--- src/rtl/uart_rx_byte_pkg.sv ---
// Shared UART receive definitions: default line settings, sample points,
// receiver state encoding and small helpers.
package uart_rx_byte_pkg;

   localparam int DEFAULT_CLK_HZ = 25125000;
   localparam int DEFAULT_BAUD   = 57600;
   localparam int OVERSAMPLE     = 16;

   // Sample-counter values (after the tick increments it) where votes are taken
   localparam logic [3:0] SAMPLE_FIRST   = 4'd7;
   localparam logic [3:0] SAMPLE_MID     = 4'd8;
   localparam logic [3:0] SAMPLE_LAST    = 4'd9;
   localparam logic [3:0] BIT_LAST_COUNT = 4'd15;

   typedef enum logic [2:0] {
      ST_WAIT_HIGH,
      ST_IDLE,
      ST_START,
      ST_DATA,
      ST_STOP
   } rx_state_t;

   function automatic int calc_div(input int clk_hz, input int baud);
      return (clk_hz + baud * (OVERSAMPLE / 2)) / (baud * OVERSAMPLE);
   endfunction

   function automatic logic majority3(input logic a, input logic b, input logic c);
      return (a & b) | (a & c) | (b & c);
   endfunction

endpackage

--- src/rtl/uart_rx_byte_baud_tick.sv ---
// Oversample tick generator: one-cycle tick every DIV clocks, restartable
// so the first tick lands a fixed distance after the start edge.
module uart_baud_tick #(
   parameter int DIV = 27
) (
   input  logic clk,
   input  logic reset,
   input  logic clear,
   output logic tick
);

   localparam int CW = (DIV > 1) ? $clog2(DIV) : 1;
   localparam logic [CW-1:0] LAST = CW'(DIV - 1);

   logic [CW-1:0] cnt_reg;

   assign tick = (cnt_reg == LAST);

   always_ff @(posedge clk or posedge reset) begin
      if (reset) begin
         cnt_reg <= '0;
      end else if (clear || tick) begin
         cnt_reg <= '0;
      end else begin
         cnt_reg <= cnt_reg + CW'(1);
      end
   end

endmodule

--- src/rtl/uart_rx_byte.sv ---
// 8N1 serial byte receiver with 16x oversampling, 3-sample majority vote,
// valid/ready output handshake and framing/overrun pulses.
module uart_rx_byte
   import uart_rx_byte_pkg::*;
#(
   parameter int CLK_HZ = DEFAULT_CLK_HZ,
   parameter int BAUD   = DEFAULT_BAUD,
   parameter int DIV    = calc_div(CLK_HZ, BAUD)
) (
   input  logic       clk,
   input  logic       reset,
   input  logic       serial_rxd,
   output logic [7:0] data,
   output logic       valid,
   input  logic       ready,
   output logic       framing_error,
   output logic       overrun,
   output logic       busy
);

   logic       rxd_meta_reg;
   logic       rxd_s;
   rx_state_t  state_reg;
   logic [3:0] samp_cnt_reg;
   logic [2:0] bit_idx_reg;
   logic [1:0] vote_reg;
   logic [7:0] shift_reg;
   logic [7:0] data_reg;
   logic       valid_reg;
   logic       framing_error_reg;
   logic       overrun_reg;

   logic       start_detect;
   logic       tick;
   logic [3:0] samp_inc;
   logic       vote;

   always_ff @(posedge clk or posedge reset) begin
      if (reset) begin
         rxd_meta_reg <= 1'b1;
         rxd_s        <= 1'b1;
      end else begin
         rxd_meta_reg <= serial_rxd;
         rxd_s        <= rxd_meta_reg;
      end
   end

   assign start_detect = (state_reg == ST_IDLE) && !rxd_s;
   assign samp_inc     = samp_cnt_reg + 4'd1;
   assign vote         = majority3(vote_reg[0], vote_reg[1], rxd_s);

   uart_baud_tick #(
      .DIV(DIV)
   ) u_baud_tick (
      .clk  (clk),
      .reset(reset),
      .clear(start_detect),
      .tick (tick)
   );

   always_ff @(posedge clk or posedge reset) begin
      if (reset) begin
         state_reg         <= ST_WAIT_HIGH;
         samp_cnt_reg      <= 4'd0;
         bit_idx_reg       <= 3'd0;
         vote_reg          <= 2'b11;
         shift_reg         <= 8'h00;
         data_reg          <= 8'h00;
         valid_reg         <= 1'b0;
         framing_error_reg <= 1'b0;
         overrun_reg       <= 1'b0;
      end else begin
         framing_error_reg <= 1'b0;
         overrun_reg       <= 1'b0;
         if (valid_reg && ready) begin
            valid_reg <= 1'b0;
         end

         case (state_reg)
            ST_WAIT_HIGH: begin
               if (rxd_s) begin
                  state_reg <= ST_IDLE;
               end
            end
            ST_IDLE: begin
               if (!rxd_s) begin
                  state_reg    <= ST_START;
                  samp_cnt_reg <= 4'd0;
                  bit_idx_reg  <= 3'd0;
               end
            end
            default: begin
               if (tick) begin
                  samp_cnt_reg <= samp_inc;
                  if (samp_inc == SAMPLE_FIRST) vote_reg[0] <= rxd_s;
                  if (samp_inc == SAMPLE_MID)   vote_reg[1] <= rxd_s;

                  if (samp_inc == SAMPLE_LAST) begin
                     case (state_reg)
                        ST_START: begin
                           if (vote) state_reg <= ST_IDLE;
                        end
                        ST_DATA: begin
                           shift_reg <= {vote, shift_reg[7:1]};
                        end
                        ST_STOP: begin
                           // Good stop returns to IDLE at the decision so the
                           // next start edge can arrive during the stop bit.
                           if (vote) begin
                              state_reg <= ST_IDLE;
                              if (!valid_reg || ready) begin
                                 data_reg  <= shift_reg;
                                 valid_reg <= 1'b1;
                              end else begin
                                 overrun_reg <= 1'b1;
                              end
                           end else begin
                              framing_error_reg <= 1'b1;
                              state_reg         <= ST_WAIT_HIGH;
                           end
                        end
                        default: ;
                     endcase
                  end

                  if (samp_cnt_reg == BIT_LAST_COUNT) begin
                     if (state_reg == ST_START) begin
                        state_reg <= ST_DATA;
                     end else if (state_reg == ST_DATA) begin
                        if (bit_idx_reg == 3'd7) state_reg <= ST_STOP;
                        bit_idx_reg <= bit_idx_reg + 3'd1;
                     end
                  end
               end
            end
         endcase
      end
   end

   assign data          = data_reg;
   assign valid         = valid_reg;
   assign framing_error = framing_error_reg;
   assign overrun       = overrun_reg;
   assign busy          = (state_reg == ST_START) || (state_reg == ST_DATA) ||
                          (state_reg == ST_STOP);

endmodule

--- config.mk ---
export PLATFORM = sky130hd
export DESIGN_NAME = uart_rx_byte
export DESIGN_NICKNAME = d
export VERILOG_FILES = /design/src/rtl/uart_rx_byte_pkg.sv /design/src/rtl/uart_rx_byte_baud_tick.sv /design/src/rtl/uart_rx_byte.sv
export SDC_FILE = /design/constraint.sdc
export NUM_CORES = 1
export LEC_CHECK = 0
export ABC_CLOCK_PERIOD_IN_PS = 2100
export CORE_ASPECT_RATIO = 0.9
export CORE_MARGIN = 5
export CORE_UTILIZATION = 51
export DETAILED_ROUTE_END_ITERATION = 6
export GPL_TIMING_DRIVEN = 0
export PLACE_DENSITY = 0.73
export SLEW_MARGIN = 15
export SYNTH_ARGS = -nofsm -noshare
export SYNTH_HDL_FRONTEND = slang
export SYNTH_SLANG_ARGS = --single-unit
--- constraint.sdc ---
create_clock -name clk -period 2.1 [get_ports clk]
set_clock_uncertainty 0.05 [all_clocks]
set_input_delay 0.315 -clock clk [delete_from_list [all_inputs] [get_ports clk]]
set_output_delay 0.315 -clock clk [all_outputs]
set_load 0.01 [all_outputs]
==> results.md, run 1 <==
- Layout cells sized above 1: between 30% and 40%
- Post-synth EDFFs: 0
- Post-route minimum period: about 2.0 ns
- Clk_lat worst skew: 0.29 ns
- Sequential share of the synthesized area: between 50% and 60%
- Slew Limit Fails: 0
- Final worst-path cycle share: 97.6%
- GRT Resource Usage Total: between 15 and 20%
- Pwr per Cell Area: 823 nW/um^2
- Die Wd: 74.1 um
- Placement Rows: 21
- CP top delay family: simple AND/OR/NAND/NOR gates
- Clock-pin slew on the worst setup and hold paths: 0.07 ns
- Yosys cell types: 44
- Cells along the critical path: inv_1 > ha_1 > and4b_2 > and2_4 > o2111ai_4 > buf_12 > mux2_2
- Int Pwr: 0.00139 W
- Area grow syn2layout: 24.3%
- Sequential fraction of design power: 47.3%
- CTS sink count: 38
- Clk buf depth: 2
- Syn nets: 177
- Multi-input combinational cell area: 915 um^2
- Fin Hold WS: 0.308 ns
- CTS H-tree lvls: 2
- Worst min path class: reg2reg
- Root Buffer: clkbuf_8
- Fmax: 488 MHz
- Count leader, synth: dfrtp_1
- Vias in the first global route: around 1300
- Critical Path Max Stage Delay: 0.39 ns
- Number of buffers created by CTS: 5
- Power Total: approximately 0.0019 W
- Max capacitance violation total: 0
- Initial antenna violation count: 0
- Critical Path AT: 2.17 ns
- # port buffers: 15
- HPWL Detailed: 2.62 mm
- Global route overflow: 0
- Sw power: 0.000538 W
- Core area: 3650 um^2
- Routed length per instance: roughly 16 um
- Post-Route WL: 3.86 mm
- Yosys warns: 0
- Main synth FF type: dfrtp_1
- Slowest stage cell on the critical path: dfrtp_1
- Clk pwr share: approximately a third
- Via density: a little under 6
- Yosys top cell area share: 45.1%
- First-pass GRT wire length: 6.19 mm
- Antenna Nets Post-Route: 0
- Initial DRC count: 149
- Relative slew margins: 48.2%
- Final hold vios: 0
- Mapped Area: about 1900 um^2
- Comb pwr share: 20.5%
- Leak: 1.07 nW
- Register area: 958 um^2
- Critical Path End Type: flop
- Starting density of the core: between 50% and 60%
- Fin util: 64.2%
- Status: finished clean
- Die Area: 5020 um^2
- Mapped Cells: 165
- Initial DRT Pass Iterations: 4
- Synth area leader: dfrtp_1
- Hold_buf cts: 0
- Crit start category: flop
- TritonCTS clock tree: done
- Fin area: roughly 2300 um^2
- Worst-margin pin slew: 0.776 ns
- Vias: 1416
- GP Congestion: 0.906
- Req. time, crit path: 2.22 ns
- Final nets: 209
- Crit path buffers/inverters: 2
- Largest net degree at the start of global routing: 39
- # diodes: 0
- Post-synthesis async set-or-reset flop share: 100%
- Peak supply drop: around 0.63 mV
- Synth cell count leaders: dfrtp_1 (34), mux2_2 (16), nor2_1 (16)
- #FFs+latches synth: 38
- DP Area: 2090 um^2
- Fillcell total: 267
- Syn avg cell area: 11.4 um^2
- Sw frac: 27.9%
- Final setup vio count: 0
- Max FO, Critical Path: 8
- DRC Markers: 0
- Synth area leaders: dfrtp_1 (45%), mux2_2 (9.5%), dfstp_2 (5.6%)
- Die Height: 67.7 um
- Top Ports: 16
- Critical path type: reg2reg
## repair_timing
action / CTS / global route
pin swaps: 1 / 3
endpoints found under the setup margin: 17 / 17
buffers inserted: 5 / 7
resized for setup: 11 / 4
## power groups by stage
stage / Sequential, W / Combinational, W / Clock (W)
final: 0.000912 / 0.000396 / 0.000621
after CTS: 0.000911 / 0.000354 / 0.000645
after global routing: 0.000924 / 0.000447 / 0.000673
after global placement: 0.000903 / 0.000278 / 0
after detailed placement: 0.000914 / 0.000296 / 0
after floorplan: 0.000893 / 0.000240 / 0
## metrics by stage
step,setup WS [ns],TNS [ns],instances
4_1_cts,0.00648,0,237
3_5_place_dp,-0.154,-1.40,226
3_3_place_gp,-0.103,-0.836,226
5_1_grt,-0.0148,-0.0443,243
6_report,0.0505,0,243
2_1_floorplan,0.0709,0,165
## per-layer routing
layer / track usage [%] / wire length (um)
met5: 0 / 0
met4: 4.98 / 29
met3: 4.91 / 178
met2: 26.7 / 1970
met1: 21.2 / 1680
## layout by cell type, fill, tap and decap left out, types with 5 or more instances in the layout
master,synthesis,layout
dfrtp_1,34,32
nor2_1,16,16
mux2_2,16,16
clkdlybuf4s50_1,0,14
nand2_1,11,11
buf_4,0,11
o21ai_0,10,10
nand3_1,6,6
ha_1,8,6
clkbuf_8,0,6
nor3_1,5,5
## cell families (layout without fill, tap and decap cells)
| family | after synthesis | in the layout | share of synthesized area, % |
|---|---|---|---|
| multiplexers | 18 | 18 | 10.7 |
| buffers and inverters | 11 | 43 | 2.65 |
| adder cells (fa/ha/maj) | 9 | 9 | 5.84 |
| flip-flops | 38 | 38 | 50.7 |
| XOR/XNOR | 5 | 5 | 2.32 |
| AND/OR/NAND/NOR | 56 | 56 | 16.0 |
| AO/OA/AOI/OAI | 28 | 28 | 11.7 |
## path summary, 6_finish.rpt
| path | startpoint | to | slack [ns] | cells past startpoint |
|---|---|---|---|---|
| min in group asynchronous | reset | shift_reg[7]$_DFFE_PP0P_ | 0.43 | 2 |
| max in group asynchronous | reset | samp_cnt_reg[0]$_DFFE_PP0P_ | 1.02 | 2 |
| min reg2reg | rxd_meta_reg$_DFF_PP1_ | rxd_s$_DFF_PP1_ | 0.31 | 0 |
| max | u_baud_tick.cnt_reg[0]$_DFF_PP0_ | data[3]$_DFFE_PP0P_ | 0.05 | 7 |
| max reg2reg | u_baud_tick.cnt_reg[0]$_DFF_PP0_ | data[3]$_DFFE_PP0P_ | 0.05 | 7 |
| min | rxd_meta_reg$_DFF_PP1_ | rxd_s$_DFF_PP1_ | 0.31 | 0 |
## area by class of cell
class | count | area share, %
inverters | 6 | 0.961
plain buffers | 3 | 1.01
well taps | 46 | 2.45
clock buffers | 6 | 3.52
clock inverters | 1 | 1.28
flip-flops and latches | 38 | 40.9
repair buffers | 27 | 10.9
multi-input cells | 116 | 39.0
No activity file was read; power rests on OpenSTA's default activity.
==> run 2: changes to the inputs <==
CORE_MARGIN = unset   (was 5)
==> run 2 against run 1 <==
Core utilization increased by 2.6 points. Clock power fell by 17%. Flip-flop and latch count is the same. Maximum frequency down 0.19%. Critical path depth unchanged. Highest routed layer unchanged. Cell area fell by 1.6%. Power is 4.6% lower. Via count shrank 5.5%. Routed wire length down 7.7%. Die area decreased by 21%. Worst setup slack lost 0.0038 ns.
==> results.md, run 2 (synthesis results as in run 1) <==
- Worst min path class: reg2reg
- Max FO, Critical Path: 8 (unchanged)
- Setup TNS: 0 ns (unchanged)
- Number of buffers created by CTS: 5 (unchanged)
- Hold_buf cts: 0 (unchanged)
- Post-route minimum period: 2.05 ns (+0.00381 ns)
- CP top delay family: compound AO/OA/AOI/OAI gates
- Vias: 1338 (-5.5%)
- Sw power: 0.000550 W (+2.2%)
- # port buffers: 15 (unchanged)
- Cells along the critical path: inv_1 > ha_2 > nand3_2 > a211oi_4 > buf_6 > o2111ai_4 > mux2_4
- Starting density of the core: 54.6% (+3.0 points)
- Critical Path Max Stage Delay: 0.46 ns (+0.07 ns)
- Clk buf depth: 2 (unchanged)
- Worst-margin pin slew: 0.753 ns (-0.0230 ns)
- Sequential fraction of design power: 49.4% (+2.1 points)
- Req. time, crit path: 2.22 ns (about the same)
- Final worst-path cycle share: 97.8% (+0.18 points)
- Post-Route WL: 3.56 mm (-7.7%)
- TritonCTS clock tree: done
- Final setup vio count: 0 (unchanged)
- Fmax: 487 MHz (-0.19%)
- Global route overflow: 0 (unchanged)
- HPWL Detailed: 2.50 mm (-4.6%)
- Final nets: 207 (-0.96%)
- Initial DRT Pass Iterations: 4 (unchanged)
- Critical Path End Type: flop
- Crit path buffers/inverters: 2 (unchanged)
- Max capacitance violation total: 0 (unchanged)
- Largest net degree at the start of global routing: 39 (unchanged)
- Int Pwr: 0.00129 W (-7.2%)
- Final cell count without fillers: 240 (-1.2%)
- Clock-pin slew on the worst setup and hold paths: 0.07 ns (about the same)
- Core area: 3450 um^2 (-5.4%)
- Die Area: 3950 um^2 (-21%)
- Clk_lat worst skew: 0.29 ns (about the same)
- Critical Path AT: 2.18 ns (about the same)
- Top Ports: 16 (unchanged)
- GP Congestion: 0.851 (-6.1%)
- Die Wd: 66.1 um (-11%)
- Area grow syn2layout: 22.3%
- # diodes: 0 (unchanged)
- Pwr per Cell Area: 798 nW/um^2 (-3.0%)
- Highest-count cells in the layout ignoring fill and taps: dfrtp_1 (31), nor2_1 (16), mux2_2 (15)
- Antenna Nets Post-Route: 0 (unchanged)
- Vias in the first global route: 1281 (-0.85%)
- Routed length per instance: 14.8 um (-6.5%)
- Placement Rows: 20 (-4.8%)
- RSZ-0062 raised after global routing: true
- Fin Hold WS: 0.307 ns (-0.00111 ns)
- Relative slew margins: 49.7% (+1.5 points)
- Power Total: 0.00184 W (-4.6%)
- Crit start category: flop
- Most common cell after layout, fill and taps aside: dfrtp_1
- Fillcell total: 268 (+0.37%)
- Root Buffer: clkbuf_8
- Die Height: 59.7 um (-12%)
- Slew Limit Fails: 0 (unchanged)
- Clk pwr share: 27.9% (-4.3 points)
- Sw frac: 29.9% (+2.0 points)
- Status: finished clean
- Comb pwr share: 22.7% (+2.2 points)
- Fin util: 66.8% (+2.6 points)
- First-pass GRT wire length: 5.93 mm (-4.1%)
- Slowest stage cell on the critical path: dfrtp_2
- CTS sink count: 38 (unchanged)
- Final hold vios: 0 (unchanged)
- Critical path type: reg2reg
- DRC Markers: 0 (unchanged)
- Layout cells sized above 1: 31.1% (+0.67 points)
- Leak: 1.05 nW (-2.3%)
- Via density: 5.58 (-4.3%)
- Peak supply drop: 0.710 mV (+12%)
- GRT Resource Usage Total: 20.8% (+4.3 points)
- Initial antenna violation count: 0 (unchanged)
- Initial DRC count: 158 (+6.0%)
- Placed cell count: 224 (-0.88%)
- CTS H-tree lvls: 2 (unchanged)
## run 2: cell count changes in the layout (fill, tap and decap cells not counted), sizes merged
cell,before,now
buf,14,11
bufinv,1,0
clkbuf,7,9
clkinv,0,1
## run 2: path summary, 6_finish.rpt
check | from | cells after the start | slack (ns) | to
min reg2reg | rxd_meta_reg$_DFF_PP1_ | 0 | 0.31 | rxd_s$_DFF_PP1_
min | rxd_meta_reg$_DFF_PP1_ | 0 | 0.31 | rxd_s$_DFF_PP1_
max | samp_cnt_reg[1]$_DFFE_PP0P_ | 7 | 0.05 | data[2]$_DFFE_PP0P_
max in group asynchronous | reset | 2 | 1.05 | samp_cnt_reg[0]$_DFFE_PP0P_
max reg2reg | samp_cnt_reg[1]$_DFFE_PP0P_ | 7 | 0.05 | data[2]$_DFFE_PP0P_
min in group asynchronous | reset | 2 | 0.42 | shift_reg[5]$_DFFE_PP0P_
## run 2: power groups by stage
stage	sequential [W]	combinational, W	clock [W]
global route	0.000923	0.000469	0.000550
CTS	0.000910	0.000360	0.000523
finish	0.000909	0.000418	0.000513
global placement	0.000904	0.000278	0
detailed placement	0.000912	0.000301	0
floorplan	0.000893	0.000240	0
## run 2: area by class of cell
cell class	instances	area, um^2	area share, %
Buffer	4	28.8	1.25
Tap cell	44	55.1	2.39
Clock inverter	1	5.00	0.217
Sequential cell	38	960	41.6
Inverter	6	22.5	0.976
Timing Repair Buffer	24	224	9.71
Multi-Input combinational cell	116	926	40.1
Clock buffer	7	86.3	3.74
## run 2: worst register-to-register path, delay by kind of cell (launching register included)
family,cells,cell delay [ns]
fa+ha+maj,1,0.18
mux,1,0.36
buf+inv,2,0.24
simple gates,1,0.11
compound gates,2,0.53
flops,1,0.46
## run 2: repair_timing
action	in CTS	in global routing
endpoints found under the setup margin	17	17
setup buffers	4	5
gates resized for setup	12	8
pin swaps	2	4
## run 2: per-stage QoR
stage | area (um^2) | setup WS, ns
after floorplan | 1890 | 0.0709
after global placement | 2090 | -0.0942
after detailed placement | 2090 | -0.165
after CTS | 2250 | 0.00232
after global routing | 2310 | -0.0297
final | 2310 | 0.0467
## run 2: metal layers
metal  vias up  GRT usage [%]  share of wire [%]
met1       648           28.2                 48
met5         -              0                  0
met2        27           32.7                 47
met3         6           5.73                3.9
met4         0           6.69                1.2
li1        657              -                  -
